$ cat config.mk
export PLATFORM = sky130hd
export DESIGN_NAME = restoring_div_seq
export DESIGN_NICKNAME = d
export VERILOG_FILES = /design/src/rtl/restoring_div_seq.sv
export SDC_FILE = /design/constraint.sdc
export NUM_CORES = 1
export LEC_CHECK = 0
export BUFFER_PORTS_ARGS = -buffer_cell sky130_fd_sc_hd__buf_2
export CAP_MARGIN = 25
export CORE_MARGIN = 2
export CORE_UTILIZATION = 58
export DETAILED_ROUTE_END_ITERATION = 10
export GPL_ROUTABILITY_DRIVEN = 0
export PLACE_DENSITY = 0.93
export SLEW_MARGIN = 20
export SYNTH_ARGS = -nofsm -noshare
export SYNTH_HDL_FRONTEND = slang
export SYNTH_SLANG_ARGS = --single-unit
$ cat constraint.sdc
create_clock -name clk -period 7.5 [get_ports clk]
set_clock_uncertainty 0.05 [all_clocks]
set_input_delay 0.375 -clock clk [delete_from_list [all_inputs] [get_ports clk]]
set_output_delay 0.375 -clock clk [all_outputs]
set_load 0.05 [all_outputs]
$ cat src/rtl/restoring_div_seq.sv
// Sequential restoring divider: one quotient bit per clock, MSB first.
// Divide-by-zero short-circuits straight to DONE with a flagged result.
module restoring_div_seq #(
    parameter int N = 4
) (
    input  logic         clk,
    input  logic         rst_n,
    input  logic         start,
    input  logic [N-1:0] dividend,
    input  logic [N-1:0] divisor,
    output logic         busy,
    output logic         done,
    output logic [N-1:0] quotient,
    output logic [N-1:0] remainder,
    output logic         div_by_zero
);

    localparam int CW = (N > 1) ? $clog2(N) : 1;
    localparam logic [CW-1:0] LAST_STEP = CW'(N - 1);

    localparam logic [1:0] S_IDLE = 2'd0;
    localparam logic [1:0] S_CALC = 2'd1;
    localparam logic [1:0] S_DONE = 2'd2;

    logic [1:0]    state_q, state_d;
    logic [N-1:0]  dvd_q, dvd_d;
    logic [N-1:0]  dvs_q, dvs_d;
    logic [N:0]    partial_q, partial_d;
    logic [CW-1:0] cnt_q, cnt_d;
    logic [N-1:0]  quotient_q, quotient_d;
    logic [N-1:0]  remainder_q, remainder_d;
    logic          dbz_q, dbz_d;

    logic [N:0]    shifted;
    logic [N:0]    subtrahend;
    logic [N:0]    trial;
    logic [N+1:0]  borrow;
    logic          q_bit;
    logic [N:0]    step_partial;

    // The partial remainder always stays below the divisor, so its top bit
    // only ever holds 0; it is kept so the register matches the datapath width.
    logic unused_partial_msb;
    assign unused_partial_msb = partial_q[N];

    // One restoring step: shift in the next dividend bit, trial-subtract.
    always_comb begin
        shifted    = {partial_q[N-1:0], dvd_q[N-1]};
        subtrahend = {1'b0, dvs_q};
        borrow[0]  = 1'b0;
        for (int i = 0; i <= N; i++) begin
            trial[i]    = shifted[i] ^ subtrahend[i] ^ borrow[i];
            borrow[i+1] = (~shifted[i] & subtrahend[i])
                        | (~(shifted[i] ^ subtrahend[i]) & borrow[i]);
        end
        q_bit        = ~borrow[N+1];
        step_partial = borrow[N+1] ? shifted : trial;
    end

    always_comb begin
        // NOTE: every next-state signal gets a hold default first, so no path
        // through the case statement can leave one unassigned and infer a latch.
        state_d     = state_q;
        dvd_d       = dvd_q;
        dvs_d       = dvs_q;
        partial_d   = partial_q;
        cnt_d       = cnt_q;
        quotient_d  = quotient_q;
        remainder_d = remainder_q;
        dbz_d       = dbz_q;

        case (state_q)
            S_IDLE: begin
                if (start) begin
                    if (divisor == '0) begin
                        state_d     = S_DONE;
                        quotient_d  = '1;
                        remainder_d = dividend;
                        dbz_d       = 1'b1;
                    end else begin
                        state_d   = S_CALC;
                        dvd_d     = dividend;
                        dvs_d     = divisor;
                        partial_d = '0;
                        cnt_d     = '0;
                        dbz_d     = 1'b0;
                    end
                end
            end

            S_CALC: begin
                // Quotient bits fill the dividend register from the bottom as
                // dividend bits leave from the top.
                partial_d = step_partial;
                dvd_d     = {dvd_q[N-2:0], q_bit};
                cnt_d     = cnt_q + CW'(1);
                if (cnt_q == LAST_STEP) begin
                    state_d     = S_DONE;
                    quotient_d  = {dvd_q[N-2:0], q_bit};
                    remainder_d = step_partial[N-1:0];
                end
            end

            S_DONE: begin
                state_d = S_IDLE;
            end

            default: begin
                state_d = S_IDLE;
            end
        endcase
    end

    // NOTE: state registers use non-blocking assignments so every flop samples
    // the pre-edge value of the others, independent of statement order.
    always_ff @(posedge clk or negedge rst_n) begin
        if (!rst_n) begin
            state_q     <= S_IDLE;
            dvd_q       <= '0;
            dvs_q       <= '0;
            partial_q   <= '0;
            cnt_q       <= '0;
            quotient_q  <= '0;
            remainder_q <= '0;
            dbz_q       <= 1'b0;
        end else begin
            state_q     <= state_d;
            dvd_q       <= dvd_d;
            dvs_q       <= dvs_d;
            partial_q   <= partial_d;
            cnt_q       <= cnt_d;
            quotient_q  <= quotient_d;
            remainder_q <= remainder_d;
            dbz_q       <= dbz_d;
        end
    end

    assign busy        = (state_q == S_CALC);
    assign done        = (state_q == S_DONE);
    assign quotient    = quotient_q;
    assign remainder   = remainder_q;
    assign div_by_zero = dbz_q;

endmodule
Word level (Yosys, flattened, before mapping) --
Index checks and enable logic that the tools add are counted.
Operators by class: add/subtract/negate cells 1, equal/unequal tests 7, muxes and demuxes 23, bitwise operators 28, reductions and logical operators 8
Operators by type and width (number):
- 4-bit 2-to-1 mux | 11
- 4-bit case mux with 2 select lines | 4
- 2-bit 2-to-1 mux | 5
- 1-bit NOT | 10
- 1-bit AND | 8
- 2-bit case mux with 2 select lines | 2
- 1-bit XOR | 7
- 2-bit != test, second input constant | 3
- 3-bit AND reduction | 2
- 2-bit equality test, second input constant | 2
- 4-bit zero test | 1
- 2-bit AND reduction | 2
- 4-bit AND reduction | 1
- 1-bit OR | 3
- 2-bit by 1-bit adder with 2-bit output, second input constant | 1
- 2-bit by 1-bit equality test with 1-bit output, second input constant | 1
- 2-bit zero test | 1
- 2-bit by 1-bit != test with 1-bit output, second input constant | 1
- 2-bit nonzero test | 1
- 1-bit 2-to-1 mux | 1
Word-level totals: flip-flop bits (word level) 25, output and inout bits 11, word-level logic and storage cells 75

Longest topological paths before layout --
Gate-level depths: netlist of run 1.
depth after elaboration 12, mapped depth 9, gate-level depth less buffers 9

Worst setup path after synthesis of run 1 --
OpenSTA, ideal clock, no wires.
path kind flip-flop to flip-flop, start point register dvd_q[3], end point register remainder_q[3], in the netlist remainder[3], setup time 0.079 ns, arrival time 2.310 ns, data required time 7.371 ns, path slack 5.061 ns, cell stages (with the launch flop) 10, period minus slack after synthesis 2.439 ns, path through dfrtp_1 inv_1 ha_1 fa_1 fa_1 fa_1 nor3b_1 a211oi_1 a21oi_1 mux2i_1
On the way: cells in the longest elaborated chain, start to end 12
RTL lines:
- start: declaration | line 26 | logic [N-1:0] dvd_q, dvd_d;
- start signal: assignment | line 128 | dvd_q <= dvd_d;
- 1-bit NOT (*) | line 53 | borrow[i+1] = (~shifted[i] & subtrahend[i])
- 1-bit AND (*) | line 53
- 1-bit AND (*) | line 54 | | (~(shifted[i] ^ subtrahend[i]) & borrow[i]);
- 1-bit OR (*) | line 54
- 1-bit AND (*) | line 54
- 1-bit OR (*) | line 54
- 1-bit AND | line 54
- 1-bit OR | line 54
- 1-bit AND | line 54
- 4-bit 2-to-1 mux (*) | line 57 | step_partial = borrow[N+1] ? shifted : trial;
- 4-bit 2-to-1 mux (*) | line 97 | if (cnt_q == LAST_STEP) begin
- 4-bit case mux with 2 select lines (*) | line 72 | case (state_q)
- end signal: assignment | line 133 | remainder_q <= remainder_d;
- end: declaration | line 31 | logic [N-1:0] remainder_q, remainder_d;
Mark *: on every way between the ends. The rest lies on a longest branch, timed or not. The select of a mux whose other input is x is not followed. A chain may end at the register's enable or synchronous reset.

Final worst setup path of run 1 --
start point register dvd_q[3], end point register remainder_q[2], in the netlist remainder[2]
On the way: cells in the longest elaborated chain, start to end 12
RTL lines (line):
- 1-bit NOT (*) | 53
- 1-bit AND (*) | 53
- 1-bit AND (*) | 54
- 1-bit OR (*) | 54
- 1-bit AND | 54
- 1-bit OR | 54
- 1-bit AND | 54
- 1-bit OR | 54
- 1-bit AND | 54
- 4-bit 2-to-1 mux (*) | 57
- 4-bit 2-to-1 mux (*) | 97
- 4-bit case mux with 2 select lines (*) | 72
Marked as above.

==> results of run 1 <==
-- worst max-delay path: cells and delay by family (launching register included) --
kind | cells | cell delay, ps
fa+ha+maj | 4 | 1420
mux | 1 | 150
buf+inv | 1 | 60
compound gates | 2 | 430
flops | 1 | 410
simple gates | 1 | 160
-- layout make-up --
| type | instances | area share (%) |
|---|---|---|
| flip-flops and latches | 25 | 45.8 |
| multi-input cells | 70 | 38.9 |
| repair buffers | 22 | 8.43 |
| inverters | 9 | 2.47 |
| well taps | 27 | 2.47 |
| clock buffers | 4 | 1.92 |
-- cells by family (layout without fill, tap and decap cells) --
kind of cell,count (synthesis),count (layout),share of synthesized area (%)
flops,25,25,51.8
buf+inv,11,35,4.25
mux,10,10,8.50
fa+ha+maj,5,5,7.05
simple gates,31,31,14.3
compound gates,24,24,14.1
-- worst min-delay path by stage --
stage                from          end
6_report       divisor[3]     dvs_q[3]
5_1_grt        divisor[1]     dvs_q[1]
4_1_cts        divisor[3]     dvs_q[3]
3_5_place_dp        rst_n  div_by_zero
3_3_place_gp        rst_n  div_by_zero
2_1_floorplan       rst_n     cnt_q[0]
-- synthesized netlist by cell type --
cell and n:
ha_1 2, or3_2 1, clkbuf_8 1, nor2b_1 1, nor2_1 2, a21oi_4 1, nand2b_1 3, nor4_4 1
nand2_1 17, nor2_2 1, nor3b_1 4, a22o_1 1, o22a_1 4, fa_1 3, o21ai_0 6, nand3b_2 1
a21oi_1 4, dfrtp_1 25, a21o_1 4, inv_1 9, clkbuf_1 1, mux2_2 2, a211oi_1 4, mux2i_1 8
-- power groups by stage --
stage	Clock (W)	Sequential [W]	Combinational [W]
CTS	0.0000603	0.000249	0.000384
global placement	0	0.000246	0.000366
floorplan	0	0.000316	0.000228
detailed placement	0	0.000252	0.000380
finish	0.0000589	0.000249	0.000382
global route	0.0000663	0.000258	0.000421
-- per-stage QoR --
stage               instances  instance area (um2)
floorplan                 106                 1210
global placement          152                 1330
detailed placement        152                 1330
CTS                       157                 1370
global route              157                 1370
finish                    157                 1370
-- flip-flops by register name (all words and copies together), names as in the netlist --
signal	flops
div_by_zero	1
quotient	4
partial_q	4
dvs_q	4
remainder	4
cnt_q	2
state_q	2
dvd_q	4
-- layer usage --
metal	track usage [%]	vias to the layer above
met4	10.2	0
met1	31.2	423
met5	0	-
met3	4.24	5
met2	34.0	18
li1	-	413
-- layout by cell type (no fill, tap or decap), types with 2 or more instances in the layout --
master    count
nor2_1        2
a21oi_1       4
nor3b_1       4
buf_2        21
nand2_1      17
clkbuf_4      3
dfrtp_1      25
fa_1          3
inv_1         9
a211oi_1      4
o21ai_0       6
nand2b_1      3
o22a_1        4
ha_1          2
mux2_2        2
mux2i_1       8
a21o_1        4
==> results.sh, run 1 <==
export IMPL_core_mm2=0.00196
export IMPL_synth_area_per_cell_um2=11.4
export IMPL_grt_max_degree=26
export IMPL_dr_max_layer_used="met4"
export IMPL_worst_slack_ps=4760
export IMPL_synthesis_area_mm2=0.00121
export IMPL_synth_top_cell_by_area="dfrtp_1"
export IMPL_path_cells="inv_1, ha_1, fa_1, fa_1, fa_1, nor3b_1, a211oi_1, a21oi_1, mux2i_1"
export IMPL_areaGrowthSynthToFinish_pct=13.1
export IMPL_powerDensity_mw_per_mm2=505
export IMPL_ys_top_cells_by_area="dfrtp_1 52%, mux2i_1 6.6%, nand2_1 5.3%, fa_1 5.0%, o22a_1 2.9%"
export IMPL_yosysUniqueCellTypes=24
export IMPL_wirelength_mm=2.32
export IMPL_crit_start="dvd_q[3]"
export IMPL_dr_total_vias=859
export IMPL_cts_resized=0
export IMPL_final_max_slew_viol_count=0
export IMPL_postCtsHoldBufs=1
export IMPL_cp_start_kind="flip-flop"
export IMPL_cts_setup_buffers=0
export IMPL_clockBufferDepth=2
export IMPL_nets=147
export IMPL_ys_warn_count=0
export IMPL_die_w_um=49.6
export IMPL_track_usage_pct=22.4
export IMPL_ys_ff_latch=25
export IMPL_p_seq_share_pct=36.0
export IMPL_register_area_um2=626
export IMPL_power_frac_comb_pct=55.4
export IMPL_synth_top_area_share_pct=51.8
export IMPL_rsz0062_at_grt="no"
export IMPL_p_leak_nw=0.665
export IMPL_clk_pin_slew_ps=130
export IMPL_cts_made_buffers=3
export IMPL_cp_max_fo=5
export IMPL_clkLatencyLatePin_ps=310
export IMPL_whs_ps=246
export IMPL_ioPinCount=22
export IMPL_first_pass_iters=4
export IMPL_pwr_share_clk_pct=8.5
export IMPL_path_class="flip-flop to flip-flop"
export IMPL_slowest_delay_ps=430
export IMPL_crit_slowest_cell="fa_1"
export IMPL_port_buffers=21
export IMPL_rr_endpoint="remainder[2]"
export IMPL_hp_class="primary input to flip-flop"
export IMPL_total_power_w=0.000689
export IMPL_synth_cells=106
export IMPL_tritoncts="built"
export IMPL_drive_above_1_share_pct=23.8
export IMPL_drt_iter0_drc=16
export IMPL_cp_endpoint="remainder[2]"
export IMPL_avgViaCountPerCell=5.47
export IMPL_path_common_cell="fa_1"
export IMPL_holdPathStages=3
export IMPL_max_cap_violations=0
export IMPL_post_place_ws_ps=4780
export IMPL_setup_viol=0
export IMPL_fill_cells=158
export IMPL_clkSinkCount=25
export IMPL_worstPathArrival_ps=2930
export IMPL_overflow=0
export IMPL_timing_rr_start="dvd_q[3]"
export IMPL_r2r_setup_slack_ps=4760
export IMPL_ant_nets=0
export IMPL_final_setup_tns_ps=0
export IMPL_fin_crit_sh_pct=36.5
export IMPL_r2r_cells=9
export IMPL_fmax_ghz=0.365
export IMPL_routed_wl_met3_um=96
export IMPL_final_core_util_pct=69.6
export IMPL_antenna_found_initial=0
export IMPL_h_tree_depth=1
export IMPL_grt_pass1_wl_mm=4.09
export IMPL_std_cell_rows=16
export IMPL_outcome="complete, no violations"
export IMPL_synth_fp_nets=122
export IMPL_die_h_um=49.6
export IMPL_die_area_mm2=0.00246
export IMPL_swShare_pct=48.2
export IMPL_required_ps=7700
export IMPL_p_sw_w=0.000332
export IMPL_cp_end_kind="flip-flop"
export IMPL_avgRoutedWirePerCell_um=14.8
export IMPL_clockRootBuffer="clkbuf_4"
export IMPL_initial_core_util_pct=61.5
export IMPL_multi_input_area_um2=531
export IMPL_fin_crit_ps=2740
export IMPL_peakVddDrop_uv=263
export IMPL_drc=0
export IMPL_grt_pass1_vias=869
export IMPL_worst_pin_slew_ps=562
export IMPL_hold_violations=0
export IMPL_antenna_cells=0
export IMPL_wl_met2_mm=1.14
export IMPL_max_slew_margin_pct=62.5
export IMPL_met1_length_mm=1.04
export IMPL_dp_hpwl_mm=1.79
export IMPL_internal_power_w=0.000357
export IMPL_synth_seq_area_share_pct=51.8
No activity file was read; power rests on OpenSTA's default activity.
==> run 2, diff against run 1 <==
- CORE_ASPECT_RATIO: default -> 1.75
- CORE_UTILIZATION: 58 -> 53
- PLACE_DENSITY: 0.93 -> 0.86
- clock period: 7.5 -> 2.8 ns (I/O delays scaled with it)
==> run 2 against run 1 <==
  * Critical path depth stayed put
  * Maximum frequency is 3.7% higher
  * Clock-buffer cell count is 1 lower
  * Largest cell class unchanged
  * Via count is 2.3% higher
  * Global-route usage is 1.1 points lower
==> results.sh, run 2 (synthesis gave the netlist of run 1 again) <==
export IMPL_r2r_cells=9
export IMPL_final_common_cell="dfrtp_1"
export IMPL_h_tree_depth=1
export IMPL_die_w_um=40.1
export IMPL_rr_endpoint="remainder[0]"
export IMPL_avgRoutedWirePerCell_um=15.1
export IMPL_final_cells=156
export IMPL_nets=149
export IMPL_wirelength_mm=2.35
export IMPL_clockRootBuffer="clkbuf_4"
export IMPL_std_cell_rows=22
export IMPL_timing_rr_start="dvd_q[3]"
export IMPL_clk_pin_slew_ps=140
export IMPL_avgViaCountPerCell=5.63
export IMPL_pwr_share_clk_pct=8.5
export IMPL_die_area_mm2=0.00269
export IMPL_fmax_ghz=0.379
export IMPL_max_cap_violations=0
export IMPL_clkLatencyLatePin_ps=320
export IMPL_overflow=0
export IMPL_final_area_mm2=0.00141
export IMPL_die_h_um=67.1
export IMPL_final_cell_mix="25 x dfrtp_1, 21 x buf_2, 17 x nand2_1"
export IMPL_powerDensity_mw_per_mm2=1370
export IMPL_track_usage_pct=21.3
export IMPL_areaGrowthSynthToFinish_pct=16.8
export IMPL_grt_pass1_vias=865
export IMPL_antenna_cells=0
export IMPL_dp_hpwl_mm=1.79
export IMPL_final_setup_tns_ps=0
export IMPL_clkSinkCount=25
export IMPL_min_to="dvs_q[3]"
export IMPL_max_slew_margin_pct=62.7
export IMPL_drt_iter0_drc=19
export IMPL_holdCritStartpoint="divisor[3]"
export IMPL_clockBufferDepth=2
export IMPL_cp_start_kind="flip-flop"
export IMPL_dr_total_vias=879
export IMPL_swShare_pct=48.2
export IMPL_dp_cells=149
export IMPL_required_ps=3000
export IMPL_p_sw_w=0.000930
export IMPL_hold_violations=0
export IMPL_cts_made_buffers=3
export IMPL_worst_pin_slew_ps=559
export IMPL_fin_crit_sh_pct=94.3
export IMPL_power_frac_comb_pct=57.3
export IMPL_holdPathStages=3
export IMPL_p_leak_nw=0.676
export IMPL_tritoncts="built"
export IMPL_port_buffers=21
export IMPL_core_mm2=0.00212
export IMPL_first_pass_iters=4
export IMPL_ant_nets=0
export IMPL_internal_power_w=0.00100
export IMPL_hp_class="primary input to flip-flop"
export IMPL_placed_cell_area_mm2=0.00133
export IMPL_final_max_slew_viol_count=0
export IMPL_outcome="complete, no violations"
export IMPL_r2r_setup_slack_ps=160
export IMPL_grt_pass1_wl_mm=3.85
export IMPL_cp_end_kind="flip-flop"
export IMPL_fin_crit_ps=2640
export IMPL_total_power_w=0.00193
export IMPL_drc=0
export IMPL_setup_viol=0
export IMPL_rsz0062_at_grt="no"
export IMPL_cts_setup_buffers=0
export IMPL_worstPathArrival_ps=2840
export IMPL_drive_above_1_share_pct=28.8
export IMPL_cp_max_fo=5
export IMPL_path_class="flip-flop to flip-flop"
export IMPL_initial_core_util_pct=57.0
export IMPL_peakVddDrop_uv=816
export IMPL_p_seq_share_pct=34.2
export IMPL_ioPinCount=22
export IMPL_antenna_found_initial=0
export IMPL_grt_max_degree=26
==> run 2: what timing repair did <==
item | CTS | global route
resized for setup | 0 | 6
setup endpoints to repair | 0 | 4
endpoints found under the hold margin | 26 | 1
hold buffers | 2 | 1
==> run 2: how the worst max path moves through the flow <==
stage                        start  cells after the start  slack [ps]      endpoint
final                     dvd_q[3]                      9         160  remainder[0]
after global routing      dvd_q[3]                      9           8  remainder[0]
after CTS                 dvd_q[3]                      9          30  remainder[0]
after detailed placement  dvd_q[3]                      9          70  remainder[0]
after global placement    dvd_q[3]                      9         210  remainder[0]
after floorplan           dvd_q[3]                      9         360  remainder[3]
==> run 2: layout make-up <==
cell class	instances	area, um2
well taps	24	30.0
multi-input cells	70	556
inverters	9	33.8
repair buffers	24	135
fillers	166	709
flip-flops and latches	25	626
clock inverters	1	7.51
clock buffers	3	22.5
==> run 2: worst max-delay path, cell delays in order (launching register included) <==
cell and delay (ps):
dfrtp_1 410, inv_1 60, ha_1 210, fa_1 390, fa_1 400, fa_2 390, nor3b_1 160, a211oi_2 250
a21oi_1 80, mux2i_1 170
==> run 2: power by group through the flow <==
stage | logic [W] | registers, W | clock network, W
2_1_floorplan | 0.000611 | 0.000846 | 0
3_3_place_gp | 0.000987 | 0.000662 | 0
3_5_place_dp | 0.00101 | 0.000669 | 0
4_1_cts | 0.00103 | 0.000662 | 0.000169
5_1_grt | 0.00122 | 0.000682 | 0.000184
6_report | 0.00111 | 0.000660 | 0.000165
==> run 2: per-layer routing <==
layer | track usage (%) | vias up | wire length, um
met4 | 9.05 | 0 | 41
met1 | 27.8 | 434 | 953
met2 | 34.7 | 20 | 1270
li1 | - | 421 | -
met3 | 1.97 | 4 | 82
met5 | 0 | - | 0
==> run 2: stage by stage <==
step                      utilization, %  hold WS [ps]  worst slack [ps]
after floorplan                        -          -206               361
after global placement              62.5          99.5               212
after detailed placement            62.5           113              70.8
after CTS                           64.9          3.26              30.1
after global routing                66.5          22.8              7.87
final                               66.5          17.4               160
